**src/rtl/line_buffer_3x3.sv**
```systemverilog
// Raster-order pixel stream to 3x3 sliding window; window visible 1 cycle after the accept of its bottom-right pixel.
// A held window (win_valid && !win_ready) stalls the input: pix_ready is low until the window is taken.
module line_buffer_3x3 #(
  parameter int IMG_W = 8,
  parameter int IMG_H = 8
) (
  input  logic              clk,
  input  logic              rst,
  input  logic              pix_valid,
  input  logic signed [7:0] pix_in,
  output logic              pix_ready,
  input  logic              win_ready,
  output logic              win_valid,
  output logic signed [7:0] win0,
  output logic signed [7:0] win1,
  output logic signed [7:0] win2,
  output logic signed [7:0] win3,
  output logic signed [7:0] win4,
  output logic signed [7:0] win5,
  output logic signed [7:0] win6,
  output logic signed [7:0] win7,
  output logic signed [7:0] win8,
  output logic              frame_done
);

  localparam int CW = $clog2(IMG_W);
  localparam int RW = $clog2(IMG_H);
  localparam logic [CW-1:0] COL_LAST = CW'(IMG_W - 1);
  localparam logic [RW-1:0] ROW_LAST = RW'(IMG_H - 1);

  logic [CW-1:0]     col;
  logic [RW-1:0]     row;
  logic signed [7:0] line1 [IMG_W];
  logic signed [7:0] line2 [IMG_W];
  logic signed [7:0] tap   [9];
  logic              accept;
  logic              col_last;
  logic              row_last;
  logic              win_load;

  assign pix_ready = !win_valid || win_ready;
  assign accept    = pix_valid && pix_ready;
  assign col_last  = (col == COL_LAST);
  assign row_last  = (row == ROW_LAST);
  // Rows 0-1 and columns 0-1 only prime the buffers, so stale data never forms a window.
  assign win_load  = accept && (row >= RW'(2)) && (col >= CW'(2));

  always_ff @(posedge clk) begin
    if (rst) begin
      col        <= '0;
      row        <= '0;
      win_valid  <= 1'b0;
      frame_done <= 1'b0;
      for (int i = 0; i < 9; i++) tap[i] <= '0;
    end else begin
      frame_done <= accept && col_last && row_last;
      if (win_load) begin
        win_valid <= 1'b1;
      end else if (win_ready) begin
        win_valid <= 1'b0;
      end
      if (accept) begin
        if (col_last) begin
          col <= '0;
          row <= row_last ? '0 : row + RW'(1);
        end else begin
          col <= col + CW'(1);
        end
        tap[0] <= tap[1];
        tap[1] <= tap[2];
        tap[2] <= line2[col];
        tap[3] <= tap[4];
        tap[4] <= tap[5];
        tap[5] <= line1[col];
        tap[6] <= tap[7];
        tap[7] <= tap[8];
        tap[8] <= pix_in;
      end
    end
  end

  always_ff @(posedge clk) begin
    if (accept && !rst) begin
      line1[col] <= pix_in;
      line2[col] <= line1[col];
    end
  end

  assign win0 = tap[0];
  assign win1 = tap[1];
  assign win2 = tap[2];
  assign win3 = tap[3];
  assign win4 = tap[4];
  assign win5 = tap[5];
  assign win6 = tap[6];
  assign win7 = tap[7];
  assign win8 = tap[8];

endmodule

```
**config.mk**
```make
export PLATFORM = sky130hd
export DESIGN_NAME = line_buffer_3x3
export DESIGN_NICKNAME = d
export VERILOG_FILES = /design/src/rtl/line_buffer_3x3.sv
export SDC_FILE = /design/constraint.sdc
export NUM_CORES = 1
export LEC_CHECK = 0
export ABC_AREA = 1
export BUFFER_PORTS_ARGS = -buffer_cell sky130_fd_sc_hd__buf_2
export CAP_MARGIN = 20
export CORE_MARGIN = 8
export CORE_UTILIZATION = 55
export CTS_CLUSTER_SIZE = 16
export DETAILED_ROUTE_END_ITERATION = 7
export PLACE_DENSITY_LB_ADDON = 0.3
export SLEW_MARGIN = 20
export SYNTH_ARGS = -nofsm -noshare
export SYNTH_HDL_FRONTEND = slang
export SYNTH_SLANG_ARGS = --single-unit
```
**constraint.sdc**
```tcl
create_clock -name clk -period 4.1 [get_ports clk]
set_clock_uncertainty 0.15 [all_clocks]
set_input_delay 0.82 -clock clk [delete_from_list [all_inputs] [get_ports clk]]
set_output_delay 0.82 -clock clk [all_outputs]
set_load 0.005 [all_outputs]
```
==> flow_results.xml, run 1 <==
<?xml version="1.0" encoding="UTF-8"?>
<metrics>
  <group name="status">
    <metric name="run_status" unit="">completed</metric>
  </group>
  <group name="sta">
    <metric name="maxSlewViolCount" unit="">0</metric>
    <metric name="post_route_minimum_period" unit="ps">2510</metric>
    <metric name="grt_setup_unrepaired" unit="">false</metric>
    <metric name="timing_hold_violations_final" unit="">0</metric>
    <metric name="worst_slew_pin_slew" unit="ps">980</metric>
    <metric name="achievable-frequency" unit="MHz">399</metric>
    <metric name="timing.final.crit_share" unit="">0.612</metric>
    <metric name="slew-limit-headroom" unit="">0.346</metric>
    <metric name="timing.final.setup_violations" unit="">0</metric>
    <metric name="setup-tns-final" unit="ps">0</metric>
  </group>
  <group name="synthesis">
    <metric name="ys_async_sr_fraction" unit="">0</metric>
    <metric name="netlist.area_leader.share" unit="">0.689</metric>
    <metric name="synth_sequential_area_ratio" unit="">0.715</metric>
    <metric name="synth.top_cells.by_area" unit="">edfxtp_1, inv_1, nand2_1</metric>
    <metric name="syn_area" unit="um^2">8710</metric>
    <metric name="post_synth_inst_count" unit="">803</metric>
    <metric name="ys_types" unit="">20</metric>
    <metric name="synth_seq_cells" unit="">211</metric>
    <metric name="yosysWarningCount" unit="">0</metric>
    <metric name="yosys.area.top_type" unit="">edfxtp_1</metric>
    <metric name="synth.most_common_cell" unit="">edfxtp_1</metric>
    <metric name="syn_nets" unit="">821</metric>
    <metric name="ys.flop_type" unit="">edfxtp_1</metric>
    <metric name="synth_edf_count" unit="">200</metric>
    <metric name="netlist_top_cells_count" unit="">edfxtp_1, inv_1, nand2_1, nor2_1, nand3_1</metric>
    <metric name="per_instance_average_area_after_synthesis" unit="um^2">10.8</metric>
  </group>
  <group name="critical_path">
    <metric name="critical_path_class" unit="">reg -&gt; reg</metric>
    <metric name="critPathLaunchType" unit="">flip-flop</metric>
    <metric name="end_kind" unit="">flip-flop</metric>
    <metric name="path_max_fanout" unit="">37</metric>
    <metric name="cp.arrival" unit="ps">2690</metric>
    <metric name="crit_required" unit="ps">4280</metric>
  </group>
  <group name="global_routing">
    <metric name="antenna_violations_before_repair" unit="">0</metric>
    <metric name="first_pass_grt_wire_length" unit="um">28000</metric>
    <metric name="via_count_of_the_first_global_routing_pass" unit="">5274</metric>
    <metric name="pin_count_of_the_biggest_net_entering_global_routing" unit="">76</metric>
    <metric name="grt_remaining_overflow" unit="">0</metric>
    <metric name="gr-usage-all-layers" unit="">0.178</metric>
  </group>
  <group name="clocking">
    <metric name="cts_hold_buf" unit="">0</metric>
    <metric name="count_of_h_tree_levels_built_during_cts" unit="">1</metric>
    <metric name="post_cts_resized" unit="">0</metric>
    <metric name="path_clk_slew" unit="ps">60</metric>
    <metric name="cts_inserted_buffers" unit="">21</metric>
    <metric name="cts_tree" unit="">yes</metric>
    <metric name="clock_latency" unit="ps">490</metric>
    <metric name="cts_num_sinks" unit="">211</metric>
    <metric name="clk_buf_depth" unit="">3</metric>
    <metric name="cts.root.buffer_cell" unit="">clkbuf_16</metric>
    <metric name="cts_setup_buffers" unit="">0</metric>
  </group>
  <group name="finish">
    <metric name="fill_cells" unit="">1267</metric>
    <metric name="drive_gt1_frac" unit="">0.151</metric>
    <metric name="area_growth" unit="%">14.0</metric>
    <metric name="register_area" unit="um^2">6230</metric>
    <metric name="diodes" unit="">0</metric>
    <metric name="postLayoutCoreUtil" unit="">0.634</metric>
    <metric name="fin_nets" unit="">911</metric>
    <metric name="multi_input_comb_area" unit="um^2">1590</metric>
  </group>
  <group name="floorplanning">
    <metric name="core-area" unit="um^2">15700</metric>
    <metric name="start_util" unit="">0.557</metric>
    <metric name="die_span_x" unit="um">142</metric>
    <metric name="core.rowCount" unit="">46</metric>
    <metric name="floorplan.die.height" unit="um">142</metric>
    <metric name="top_level_ports" unit="">87</metric>
    <metric name="die_area" unit="um^2">20100</metric>
  </group>
  <group name="place">
    <metric name="gp_congestion" unit="">0.789</metric>
    <metric name="number_of_buffer_cells_added_on_primary_ports" unit="">86</metric>
    <metric name="detailed_place_hpwl" unit="um">11500</metric>
  </group>
  <group name="routing">
    <metric name="routedWlPerCell" unit="um">15.9</metric>
    <metric name="vias" unit="">5491</metric>
    <metric name="drtIter0Drc" unit="">701</metric>
    <metric name="detail_route.drc_violations" unit="">0</metric>
    <metric name="drt-pass1-iter-count" unit="">5</metric>
    <metric name="drt.antenna.violating_nets" unit="">0</metric>
    <metric name="post_drt_via_cell_ratio" unit="">4.89</metric>
    <metric name="routed_wirelength" unit="um">17800</metric>
  </group>
  <group name="power_and_ir_drop">
    <metric name="pwr-share-clk" unit="">0.380</metric>
    <metric name="netSwitchingFraction" unit="">0.226</metric>
    <metric name="internal-power" unit="uW">3560</metric>
    <metric name="share_comb_of_total_power" unit="">0.076</metric>
    <metric name="seq_power_share" unit="">0.544</metric>
    <metric name="power.switching" unit="uW">1040</metric>
    <metric name="p_per_area" unit="nW/um^2">464</metric>
    <metric name="worst_supply_voltage_drop_on_vdd" unit="V">0.000345</metric>
    <metric name="total_leakage_power" unit="uW">0.00443</metric>
  </group>
  <group name="hold_path">
    <metric name="hold_path_class" unit="">reg -&gt; reg</metric>
  </group>
  <group name="flow_run">
    <metric name="maxCapViolCount" unit="">0</metric>
  </group>
</metrics>
==> registers in the layout (all words and copies together), names as in the netlist, named ones only <==
register / flops
line2: 64
row: 3
tap: 72
line1: 64
frame_done: 1
col: 3
win_valid: 1
==> through the flow <==
| stage | hold slack [ps] | total power (uW) | cell area (um^2) | std cells | setup slack, ps |
|---|---|---|---|---|---|
| 2_1_floorplan | 355 | 2750 | 8710 | 803 | 915 |
| 3_3_place_gp | 346 | 2890 | 9310 | 1086 | 1530 |
| 3_5_place_dp | 349 | 2900 | 9310 | 1086 | 1480 |
| 4_1_cts | 364 | 4630 | 9930 | 1122 | 1620 |
| 5_1_grt | 385 | 4760 | 9930 | 1122 | 1430 |
| 6_report | 356 | 4600 | 9930 | 1122 | 1590 |
==> logic make-up after synthesis <==
logic type | after synthesis | share of synthesized area
simple gates | 353 | 0.164
buf+inv | 218 | 0.104
flops | 211 | 0.715
compound gates | 15 | 0.00890
fa+ha+maj | 6 | 0.00862
==> metal layers <==
| metal | GRT usage | vias to the layer above | routed length [um] |
|---|---|---|---|
| met5 | 0 | - | 0 |
| met4 | 0.0469 | 0 | 276 |
| met3 | 0.0363 | 27 | 1710 |
| met2 | 0.271 | 243 | 7750 |
| met1 | 0.254 | 2535 | 8060 |
| li1 | - | 2686 | - |
==> layout make-up <==
cell class | instances | share of cell area
clock buffer | 30 | 0.0594
clock inverter | 6 | 0.00302
inverter | 186 | 0.0703
multi-input combinational | 374 | 0.160
sequential | 211 | 0.627
tap | 216 | 0.0272
timing repair buffer | 99 | 0.0532
==> cell usage in the layout, fill, tap and decap left out <==
cell       count
clkbuf_16     21
clkbuf_1       6
nand2_2        2
o21ai_0        2
dfxtp_1       10
inv_1        180
nand2_1      164
nand2_4        1
nor2_2         1
buf_4         13
inv_2          6
ha_1           6
o22ai_1        2
nor2_1       111
clkbuf_8       3
dfxtp_2        1
nor3_1         1
nand3_1       73
clkinv_1       3
clkinv_2       2
o21ai_1        1
a21oi_1       10
edfxtp_1     200
inv_6          1
buf_2         86
==> power by group through the flow <==
stage | logic [uW] | clock network [uW] | registers, uW
global placement | 342 | 0 | 2550
floorplan | 210 | 0 | 2540
detailed placement | 349 | 0 | 2550
finish | 348 | 1750 | 2500
CTS | 351 | 1780 | 2510
global route | 390 | 1860 | 2510
==> path summary, 6_finish.rpt <==
kind | slack (ps) | from | depth (start not counted) | to
hold reg to reg | 360 | win_valid | 2 | win_valid
hold / removal | 360 | win_valid | 2 | win_valid
setup / recovery | 1590 | flip-flop | 7 | tap[0][20]
setup reg to reg | 1590 | flip-flop | 7 | tap[0][20]
==> critical path, cell delays in order, from the launching register on <==
cell	delay [ps]
dfxtp_2	760
inv_2	490
buf_4	360
nand2_1	100
nand3_1	100
nand3_1	110
nand2_1	100
nor2_1	160
Note: power is estimated with default switching activity, not from simulation.
==> run 2: changes to the inputs <==
--- a/config.mk
+++ b/config.mk
@@ -5,11 +5,11 @@
 export SDC_FILE = /design/constraint.sdc
 export NUM_CORES = 1
 export LEC_CHECK = 0
-export ABC_AREA = 1
+export ABC_AREA = 0
 export BUFFER_PORTS_ARGS = -buffer_cell sky130_fd_sc_hd__buf_2
 export CAP_MARGIN = 20
 export CORE_MARGIN = 8
-export CORE_UTILIZATION = 55
+export CORE_UTILIZATION = 53
 export CTS_CLUSTER_SIZE = 16
 export DETAILED_ROUTE_END_ITERATION = 7
 export PLACE_DENSITY_LB_ADDON = 0.3
==> constraint.sdc (replaced) <==
create_clock -name clk -period 2.2 [get_ports clk]
set_clock_uncertainty 0.15 [all_clocks]
set_input_delay 0.44 -clock clk [delete_from_list [all_inputs] [get_ports clk]]
set_output_delay 0.44 -clock clk [all_outputs]
set_load 0.005 [all_outputs]
==> run 2 against run 1 <==
Clock power grew 79%. Die area is 1.5% lower. First-iteration DRC count down 55%. Sequential share of layout area increased by 0.46 points. Power grew 82%. Cell count decreased by 29%. Combinational power is 80% higher. Critical endpoint is now tap[0][16]. Largest power group unchanged.
==> flow_results.xml, run 2 <==
<?xml version="1.0" encoding="UTF-8"?>
<metrics>
  <group name="routing">
    <metric name="routedWlPerCell" unit="um">20.4</metric>
    <metric name="post_drt_via_cell_ratio" unit="">5.57</metric>
    <metric name="met1_length" unit="um">7100</metric>
    <metric name="drt.antenna.violating_nets" unit="">0</metric>
    <metric name="detail_route.drc_violations" unit="">0</metric>
    <metric name="top_signal_layer_used" unit="">met4</metric>
    <metric name="drt-pass1-iter-count" unit="">4</metric>
    <metric name="met2WireLength" unit="um">7550</metric>
    <metric name="route.met3.wl" unit="um">1410</metric>
    <metric name="vias" unit="">4458</metric>
    <metric name="routed_wirelength" unit="um">16400</metric>
    <metric name="drtIter0Drc" unit="">315</metric>
  </group>
  <group name="global_routing">
    <metric name="gr-usage-all-layers" unit="">0.162</metric>
    <metric name="grt_remaining_overflow" unit="">0</metric>
    <metric name="via_count_of_the_first_global_routing_pass" unit="">4658</metric>
    <metric name="first_pass_grt_wire_length" unit="um">25100</metric>
    <metric name="pin_count_of_the_biggest_net_entering_global_routing" unit="">73</metric>
    <metric name="antenna_violations_before_repair" unit="">0</metric>
  </group>
  <group name="sta">
    <metric name="post_route_minimum_period" unit="ps">2040</metric>
    <metric name="achievable-frequency" unit="MHz">489</metric>
    <metric name="timing.final.ws_setup" unit="ps">156</metric>
    <metric name="grt_setup_unrepaired" unit="">false</metric>
    <metric name="timing_hold_violations_final" unit="">0</metric>
    <metric name="slew-limit-headroom" unit="">0.458</metric>
    <metric name="setup-tns-final" unit="ps">0</metric>
    <metric name="worst_slew_pin_slew" unit="ps">809</metric>
    <metric name="timing.final.crit_share" unit="">0.929</metric>
    <metric name="maxSlewViolCount" unit="">0</metric>
    <metric name="timing.final.setup_violations" unit="">0</metric>
  </group>
  <group name="floorplanning">
    <metric name="core-area" unit="um^2">15200</metric>
    <metric name="core.rowCount" unit="">45</metric>
    <metric name="top_level_ports" unit="">87</metric>
    <metric name="floorplan.die.height" unit="um">141</metric>
    <metric name="die_span_x" unit="um">141</metric>
    <metric name="start_util" unit="">0.543</metric>
    <metric name="die_area" unit="um^2">19800</metric>
  </group>
  <group name="synthesis">
    <metric name="netlist.area_leader.share" unit="">0.727</metric>
    <metric name="per_instance_average_area_after_synthesis" unit="um^2">17.5</metric>
    <metric name="synth_sequential_area_ratio" unit="">0.754</metric>
    <metric name="yosys.area.top_type" unit="">edfxtp_1</metric>
    <metric name="post_synth_inst_count" unit="">473</metric>
    <metric name="netlist_top_cells_count" unit="">edfxtp_1, and2_1, mux2_2, o22ai_1, mux2_1</metric>
    <metric name="ys_types" unit="">41</metric>
    <metric name="syn_nets" unit="">491</metric>
    <metric name="ys_async_sr_fraction" unit="">0</metric>
    <metric name="synth_edf_count" unit="">200</metric>
    <metric name="syn_area" unit="um^2">8260</metric>
    <metric name="synth_seq_cells" unit="">211</metric>
    <metric name="synth.top_cells.by_area" unit="">edfxtp_1, and2_1, mux2_2</metric>
    <metric name="ys.flop_type" unit="">edfxtp_1</metric>
    <metric name="yosysWarningCount" unit="">0</metric>
    <metric name="synth.most_common_cell" unit="">edfxtp_1</metric>
  </group>
  <group name="critical_path">
    <metric name="path_max_fanout" unit="">32</metric>
    <metric name="cpMaxStageDelayCell" unit="">buf_4</metric>
    <metric name="cp.arrival" unit="ps">2120</metric>
    <metric name="critical_path.reg2reg.endpoint" unit="">tap[0][16]</metric>
    <metric name="r2r_slack" unit="ps">160</metric>
    <metric name="ff2ff_path_depth" unit="">4</metric>
    <metric name="critical_path_class" unit="">reg -&gt; reg</metric>
    <metric name="crit_required" unit="ps">2270</metric>
    <metric name="critPathMaxStageDelay" unit="ps">430</metric>
    <metric name="critical_path.n_buffers_inverters" unit="">1</metric>
    <metric name="end_kind" unit="">flip-flop</metric>
    <metric name="cp_cell_sequence" unit="">buf_4 -&gt; mux2_2 -&gt; o22ai_1 -&gt; nor3_1</metric>
    <metric name="path_delay_family" unit="">buffers and inverters</metric>
    <metric name="critPathLaunchType" unit="">flip-flop</metric>
  </group>
  <group name="clocking">
    <metric name="cts_inserted_buffers" unit="">21</metric>
    <metric name="cts_tree" unit="">yes</metric>
    <metric name="count_of_h_tree_levels_built_during_cts" unit="">1</metric>
    <metric name="clock_latency" unit="ps">490</metric>
    <metric name="path_clk_slew" unit="ps">60</metric>
    <metric name="clk_buf_depth" unit="">3</metric>
    <metric name="cts_hold_buf" unit="">0</metric>
    <metric name="cts_num_sinks" unit="">211</metric>
    <metric name="cts.root.buffer_cell" unit="">clkbuf_16</metric>
  </group>
  <group name="finish">
    <metric name="fill_cells" unit="">1022</metric>
    <metric name="drive_gt1_frac" unit="">0.344</metric>
    <metric name="layout_commonest_cell" unit="">edfxtp_1</metric>
    <metric name="postLayoutCoreUtil" unit="">0.648</metric>
    <metric name="number_of_flip_flops_in_the_largest_register" unit="">72</metric>
    <metric name="layout_common_cells" unit="">edfxtp_1, buf_2, and2_1, buf_4</metric>
    <metric name="largest_registers" unit="">tap: 72 flops, line1: 64 flops, line2: 64 flops</metric>
    <metric name="fin_nets" unit="">617</metric>
    <metric name="diodes" unit="">0</metric>
    <metric name="area_growth" unit="%">19.4</metric>
    <metric name="largest_register" unit="">tap</metric>
  </group>
  <group name="place">
    <metric name="gp_congestion" unit="">0.809</metric>
    <metric name="detailed_place_hpwl" unit="um">10700</metric>
    <metric name="number_of_buffer_cells_added_on_primary_ports" unit="">86</metric>
    <metric name="dp_slack" unit="ps">-35.6</metric>
  </group>
  <group name="power_and_ir_drop">
    <metric name="worst_supply_voltage_drop_on_vdd" unit="V">0.000523</metric>
    <metric name="total_leakage_power" unit="uW">0.00363</metric>
    <metric name="p_per_area" unit="nW/um^2">852</metric>
    <metric name="total_power" unit="uW">8390</metric>
  </group>
  <group name="flow_run">
    <metric name="maxCapViolCount" unit="">0</metric>
  </group>
  <group name="status">
    <metric name="run_status" unit="">completed</metric>
  </group>
  <group name="hold_path">
    <metric name="hold_end" unit="">line1[7][0]</metric>
    <metric name="hold_path_class" unit="">in -&gt; reg</metric>
    <metric name="min_path_cells" unit="">1</metric>
    <metric name="worst_hold_startpoint" unit="">pix_in[0]</metric>
  </group>
</metrics>
## run 2: cell count changes after synthesis, sizes merged, moves of 17 or more
| cell | before | now |
|---|---|---|
| nand2 | 167 | 3 |
| nor2 | 112 | 5 |
| nor3 | 1 | 20 |
| and2 | 0 | 56 |
| nand3 | 73 | 1 |
| inv | 186 | 6 |
| mux2 | 0 | 38 |
| o22ai | 2 | 19 |
## run 2: timing repair
| action | CTS | global route |
|---|---|---|
| buffers inserted | 0 | 0 |
| endpoints found under the setup margin | 8 | 32 |
| gates resized for setup | 1 | 4 |
## run 2: cells by family (layout without fill, tap and decap cells)
kind of cell / after synthesis / after routing / synth area share
AND/OR/NAND/NOR: 118 / 118 / 0.0975
adder cells (fa/ha/maj): 6 / 6 / 0.00909
AO/OA/AOI/OAI: 52 / 52 / 0.0458
buffers and inverters: 32 / 172 / 0.0223
multiplexers: 54 / 54 / 0.0712
flip-flops: 211 / 211 / 0.754
## run 2: power breakdown
group,total [uW],switching (uW),internal [uW]
Combinational,628,366,261
Sequential,4630,52.1,4580
Clock,3140,1390,1750
Total,8390,1800,6590
## run 2: metal layers
metal  global-route usage  vias up
met1                0.206     2181
met2                0.272      180
met5                    0        -
li1                     -     2073
met4               0.0492        0
met3               0.0371       24
## run 2: per-stage QoR
step	area, um^2	hold slack [ps]	std cells
after CTS	9840	116	801
after floorplan	8320	313	473
after global routing	9850	133	801
after detailed placement	9230	346	764
final	9850	110	801
after global placement	9230	338	764
## run 2: how the worst max path moves through the flow
stage | to | cells past startpoint | slack, ps
2_1_floorplan | line1[3][0] | 5 | -190
3_5_place_dp | line2[4][1] | 5 | -40
4_1_cts | tap[0][22] | 5 | 3
6_report | tap[0][16] | 4 | 160
3_3_place_gp | line2[5][1] | 5 | 50
5_1_grt | tap[0][16] | 4 | 20
## run 2: cell type report
type	count	area, um^2	share of cell area
Clock buffer	25	541	0.0549
Clock inverter	12	61.3	0.00622
Inverter	6	27.5	0.00279
Timing Repair Buffer	129	853	0.0866
Tap cell	188	235	0.0239
Sequential cell	211	6230	0.632
Multi-Input combinational cell	230	1910	0.194
